===== config.mk =====
export PLATFORM = sky130hd
export DESIGN_NAME = input_vc_buffer
export DESIGN_NICKNAME = d
export VERILOG_FILES = /design/src/rtl/input_vc_buffer.sv
export SDC_FILE = /design/constraint.sdc
export NUM_CORES = 1
export LEC_CHECK = 0
export BUFFER_PORTS_ARGS = -buffer_cell sky130_fd_sc_hd__buf_2
export CAP_MARGIN = 30
export CORE_MARGIN = 2
export CORE_UTILIZATION = 59
export CTS_CLUSTER_DIAMETER = 100
export DETAILED_ROUTE_END_ITERATION = 6
export GPL_TIMING_DRIVEN = 0
export PLACE_DENSITY = 0.79
export SYNTH_ARGS = -nofsm -noshare
export SYNTH_HDL_FRONTEND = slang
export SYNTH_SLANG_ARGS = --single-unit

===== constraint.sdc =====
create_clock -name clk -period 3 [get_ports clk]
set_input_delay 0.15 -clock clk [delete_from_list [all_inputs] [get_ports clk]]
set_output_delay 0.15 -clock clk [all_outputs]
set_load 0.1 [all_outputs]

===== src/rtl/input_vc_buffer.sv =====
// input_vc_buffer: per-virtual-channel flit buffering for one router input port.
//
// Each VC owns a circular FIFO of VC_DEPTH slots with its own read pointer,
// write pointer and occupancy counter. The head slot of every VC is exposed
// for the downstream routing / switch-allocation stages. Each accepted pop
// returns one registered credit to the upstream router.
//
// Optional feature macro: INPUT_VC_BYPASS_EN
//   When defined, a flit pushed into an empty VC appears on vc_head_o /
//   vc_head_vld_o in the same cycle and may be consumed by a same-cycle pop.
//   When undefined (default), a pushed flit appears one cycle after the push.
//
// Ports:
//   clk, rst        single clock, synchronous active-high reset
//   flit_vld_i      incoming flit valid
//   flit_i          incoming decoded flit
//   flit_vc_id_i    target VC of incoming flit
//   vc_head_vld_o   per-VC head valid (VC non-empty)
//   vc_head_o       per-VC head flit
//   pop_vld_i       dequeue request from the switch allocator
//   pop_vc_id_i     VC being dequeued
//   credit_vld_o    registered credit return to upstream
//   credit_vc_id_o  VC of the returned credit
//   vc_full_o       per-VC full flag
//   err_overflow_o  sticky: a push to a full VC was dropped
module input_vc_buffer #(
  parameter int unsigned VC_NUM   = 4,
  parameter int unsigned VC_DEPTH = 4,
  parameter type         flit_dec_t = logic [31:0]
) (
  input  logic                                      clk,
  input  logic                                      rst,
  input  logic                                      flit_vld_i,
  input  flit_dec_t                                 flit_i,
  input  logic [$clog2(VC_NUM)-1:0]                 flit_vc_id_i,
  output logic [VC_NUM-1:0]                         vc_head_vld_o,
  output logic [VC_NUM-1:0][$bits(flit_dec_t)-1:0]  vc_head_o,
  input  logic                                      pop_vld_i,
  input  logic [$clog2(VC_NUM)-1:0]                 pop_vc_id_i,
  output logic                                      credit_vld_o,
  output logic [$clog2(VC_NUM)-1:0]                 credit_vc_id_o,
  output logic [VC_NUM-1:0]                         vc_full_o,
  output logic                                      err_overflow_o
);

  localparam int unsigned VcW   = $clog2(VC_NUM);
  localparam int unsigned PtrW  = $clog2(VC_DEPTH);
  localparam int unsigned CntW  = PtrW + 1;
  localparam int unsigned FlitW = $bits(flit_dec_t);
  localparam logic [CntW-1:0] DepthCnt = CntW'(VC_DEPTH);

  // Flit storage is intentionally not reset; pointers define validity.
  logic [FlitW-1:0] mem_q    [VC_NUM][VC_DEPTH];
  logic [PtrW-1:0]  rd_ptr_q [VC_NUM];
  logic [PtrW-1:0]  wr_ptr_q [VC_NUM];
  logic [CntW-1:0]  cnt_q    [VC_NUM];

  logic             credit_vld_q;
  logic [VcW-1:0]   credit_vc_id_q;
  logic             err_overflow_q;

  logic [VC_NUM-1:0] push_req;
  logic [VC_NUM-1:0] pop_req;
  logic [VC_NUM-1:0] full;
  logic [VC_NUM-1:0] empty;
  logic [VC_NUM-1:0] head_vld;
  logic [VC_NUM-1:0] push_acc;
  logic [VC_NUM-1:0] pop_acc;
  logic [VC_NUM-1:0] overflow;

  // Per-VC request decode and status.
  always_comb begin
    push_req = '0;
    pop_req  = '0;
    full     = '0;
    empty    = '0;
    for (int v = 0; v < VC_NUM; v++) begin
      push_req[v] = flit_vld_i && (flit_vc_id_i == VcW'(v));
      pop_req[v]  = pop_vld_i && (pop_vc_id_i == VcW'(v));
      full[v]     = (cnt_q[v] == DepthCnt);
      empty[v]    = (cnt_q[v] == '0);
    end
  end

  // Head presentation.
  always_comb begin
    head_vld  = '0;
    vc_head_o = '0;
    for (int v = 0; v < VC_NUM; v++) begin
`ifdef INPUT_VC_BYPASS_EN
      // An empty VC forwards the incoming flit straight to its head.
      head_vld[v]  = !empty[v] || push_req[v];
      vc_head_o[v] = empty[v] ? FlitW'(flit_i) : mem_q[v][rd_ptr_q[v]];
`else
      head_vld[v]  = !empty[v];
      vc_head_o[v] = mem_q[v][rd_ptr_q[v]];
`endif
    end
  end

  // A full VC still accepts a push when it is popped in the same cycle.
  // In bypass mode an empty VC with push+pop advances both pointers and keeps
  // its count at zero, which is exactly "the popped flit was the bypassed one".
  always_comb begin
    pop_acc  = pop_req & head_vld;
    push_acc = push_req & (~full | pop_acc);
    overflow = push_req & full & ~pop_acc;
  end

  always_ff @(posedge clk) begin
    if (rst) begin
      for (int v = 0; v < VC_NUM; v++) begin
        rd_ptr_q[v] <= '0;
        wr_ptr_q[v] <= '0;
        cnt_q[v]    <= '0;
      end
      credit_vld_q   <= 1'b0;
      credit_vc_id_q <= '0;
      err_overflow_q <= 1'b0;
    end else begin
      for (int v = 0; v < VC_NUM; v++) begin
        if (push_acc[v]) begin
          wr_ptr_q[v] <= wr_ptr_q[v] + PtrW'(1);
        end
        if (pop_acc[v]) begin
          rd_ptr_q[v] <= rd_ptr_q[v] + PtrW'(1);
        end
        if (push_acc[v] && !pop_acc[v]) begin
          cnt_q[v] <= cnt_q[v] + CntW'(1);
        end else if (pop_acc[v] && !push_acc[v]) begin
          cnt_q[v] <= cnt_q[v] - CntW'(1);
        end
      end
      // At most one pop per cycle, so one credit per accepted pop.
      credit_vld_q <= |pop_acc;
      if (|pop_acc) begin
        credit_vc_id_q <= pop_vc_id_i;
      end
      if (|overflow) begin
        err_overflow_q <= 1'b1;
      end
    end
  end

  always_ff @(posedge clk) begin
    for (int v = 0; v < VC_NUM; v++) begin
      if (!rst && push_acc[v]) begin
        mem_q[v][wr_ptr_q[v]] <= FlitW'(flit_i);
      end
    end
  end

  always_comb begin
    vc_head_vld_o  = head_vld;
    vc_full_o      = full;
    credit_vld_o   = credit_vld_q;
    credit_vc_id_o = credit_vc_id_q;
    err_overflow_o = err_overflow_q;
  end

endmodule


==> impl_metrics.env <==
export IMPL_io_buffers=179
export IMPL_postSynthAreaPerCell_um2=23.4
export IMPL_post_cts_setup_buffers=0
export IMPL_placed_area_um2=22400
export IMPL_fin_util_pct=70.7
export IMPL_min_from="pop_vc_id_i[0]"
export IMPL_rsz0062_at_grt="false"
export IMPL_design_area_um2=24400
export IMPL_cts_buffers=52
export IMPL_powerDensity_nw_per_um2=676
export IMPL_p_leak_nw=8.14
export IMPL_area_delta_synth_final_pct=18.4
export IMPL_grt_pass1_wl_um=68800
export IMPL_crit_path_start_kind="flip-flop"
export IMPL_slew_headroom_pct=41.0
export IMPL_r2r_start="cnt_q[1][2]$_SDFFCE_PN0P_"
export IMPL_cts_root_buf="clkbuf_16"
export IMPL_antenna_found_initial=3
export IMPL_maxCapViolations=0
export IMPL_finalSetupViolations=0
export IMPL_drtPass1Iterations=6
export IMPL_pin_count=180
export IMPL_async_flop_share_pct=0
export IMPL_outcome="finished, final reports clean"
export IMPL_ir_drop_mv=0.434
export IMPL_synth_edf_count=540
export IMPL_fillers=1996
export IMPL_row_count=68
export IMPL_cts_sinks=544
export IMPL_core_area_um2=34500
export IMPL_synth_ff_type="edfxtp_1"
export IMPL_route_vias_total=10300
export IMPL_final_common_cell="edfxtp_1"
export IMPL_slew_violations=0
export IMPL_syn_inst=878
export IMPL_grt_max_degree=27
export IMPL_cp_startpoint="rd_ptr_q[3][1]$_SDFFCE_PN0P_"
export IMPL_drive_gt1_share_pct=37.8
export IMPL_die_x_um=191
export IMPL_final_nets=1221
export IMPL_finalWirelength_um=47800
export IMPL_worstPathArrival_ns=2.80
export IMPL_yosysUniqueCellTypes=45
export IMPL_grt_use_total_pct=26.6
export IMPL_dieArea_um2=36400
export IMPL_worst_slew_pin_slew_ns=0.886
export IMPL_worstSkewPairLatency_ns=0.56
export IMPL_wire_per_inst_um=28.9
export IMPL_grt_remaining_overflow=0
export IMPL_drtIter0Drc=1124
export IMPL_dieHeight_um=191
export IMPL_htreeDepth=2
export IMPL_cts_tree="built"
export IMPL_yosysSeqAreaShare_pct=79.2
export IMPL_min_period_over_period_pct=98.4
export IMPL_path_max_fanout=10
export IMPL_initial_utilization_pct=59.7
export IMPL_cp_data_required_time_ns=2.85
export IMPL_worstSetupPathType="reg -> out"
export IMPL_clkTransAtPathRegs_ns=0.06
export IMPL_finalClockSkew_ns=0.0223
export IMPL_period_minus_slack_ns=2.95
export IMPL_hold_path_class="in -> reg"
export IMPL_place_gp_congestion=0.762
export IMPL_max_freq_mhz=339
export IMPL_grt_pass1_vias=10600
export IMPL_clock_path_buffers=3
export IMPL_synth_area_um2=20600
export IMPL_final_cell_mix="540 x edfxtp_1, 201 x buf_2, 128 x mux4_2"
export IMPL_ys_warn_count=0
export IMPL_setup_tns_final_ns=0
export IMPL_dp_hpwl_um=27900
export IMPL_post_drt_via_cell_ratio=6.24
export IMPL_drcViolationCount=0
export IMPL_antenna_left=0
export IMPL_ys_ff_latch=544
export IMPL_final_hold_viol_count=0
export IMPL_cp_end_kind="output pin"
export IMPL_syn_nets=940
routing by layer:
metal	global-route usage [%]	wire, um	vias up
met3	4.97	3810	110
met4	9.30	1660	2
met2	44.5	24200	584
met1	35.7	18100	5370
li1	-	-	4240
met5	0	13	-
cells by family after synthesis:
logic type,count (synthesis),synth area share (%)
AND/OR/NAND/NOR,93,2.83
flip-flops,544,79.2
buffers and inverters,59,1.25
adder cells (fa/ha/maj),22,1.45
AO/OA/AOI/OAI,23,0.900
XOR/XNOR,7,0.298
multiplexers,130,14.1
final cells by class:
cell class	count	area [um^2]	area share, %
repair buffers	227	1570	6.46
clock buffers	64	1370	5.61
well taps	455	569	2.34
flip-flops and latches	544	16300	66.9
clock inverters	26	228	0.935
multi-input cells	275	4060	16.7
inverters	20	75.1	0.308
plain buffers	39	190	0.781
diodes	1	2.50	0.0103
final timing paths:
check,to,cells past startpoint,slack [ns]
worst max-delay path,vc_head_o[116],4,0.05
worst min-delay path,credit_vc_id_o[0]$_SDFFE_PP0P_,3,0.02
worst max register to register,mem_q[1][42]$_DFFE_PP_,4,0.62
worst min register to register,credit_vc_id_o[1]$_SDFFE_PP0P_,2,0.48
what timing repair did:
| action | 4_1_cts | 5_1_grt |
|---|---|---|
| resized for setup | 2 | 2 |
| pin swaps | 0 | 0 |
| setup endpoints to repair | 19 | 3 |
| hold endpoints to repair | 481 | 0 |
| hold buffers | 32 | 0 |
synth_stat cells (3+ instances only):
cell / instances / area (um^2)
ha_1: 19 / 238
nand3_1: 7 / 35.0
nor3b_2: 3 / 37.5
fa_1: 3 / 60.1
and2_1: 12 / 75.1
clkbuf_1: 16 / 60.1
nor3_1: 14 / 70.1
nand2_1: 12 / 45.0
nand3b_1: 7 / 52.6
mux4_2: 128 / 2880
dfxtp_1: 4 / 80.1
or2_2: 3 / 18.8
inv_1: 20 / 75.1
a31oi_1: 3 / 18.8
xnor2_1: 7 / 61.3
buf_2: 22 / 110
or3_1: 4 / 25.0
a21oi_1: 9 / 45.0
edfxtp_1: 540 / 16200
and3_1: 14 / 87.6
nand2b_1: 3 / 18.8
stage by stage:
step                hold slack, ns  setup slack (ns)  total power, W  cells
detailed placement           0.467             0.629          0.0104   1528
finish                      0.0183            0.0492          0.0165   1651
floorplan                    0.249           0.00452         0.00997    878
global route                0.0234           0.00365          0.0168   1650
global placement             0.457            -0.251          0.0103   1512
CTS                        0.00769            0.0433          0.0165   1650
report_power, final:
part           total, W  switching, W  internal, W
clock network   0.00622       0.00266      0.00356
registers       0.00848     0.0000372      0.00844
logic           0.00177       0.00139     0.000381
critical path, cell delays in order, from the launching register on:
cell             delay (ns)
edfxtp_1               0.33
clkbuf_1               0.31
clkdlybuf4s15_1        0.76
mux4_2                 0.37
buf_2                  0.46
flip-flops by register name, summed over array words and instances (netlist names):
| name | cells |
|---|---|
| credit_vc_id_o | 2 |
| wr_ptr_q | 8 |
| credit_vld_o | 1 |
| mem_q | 512 |
| cnt_q | 12 |
| err_overflow_o | 1 |
| rd_ptr_q | 8 |
Power figures use the tool's default switching activity.
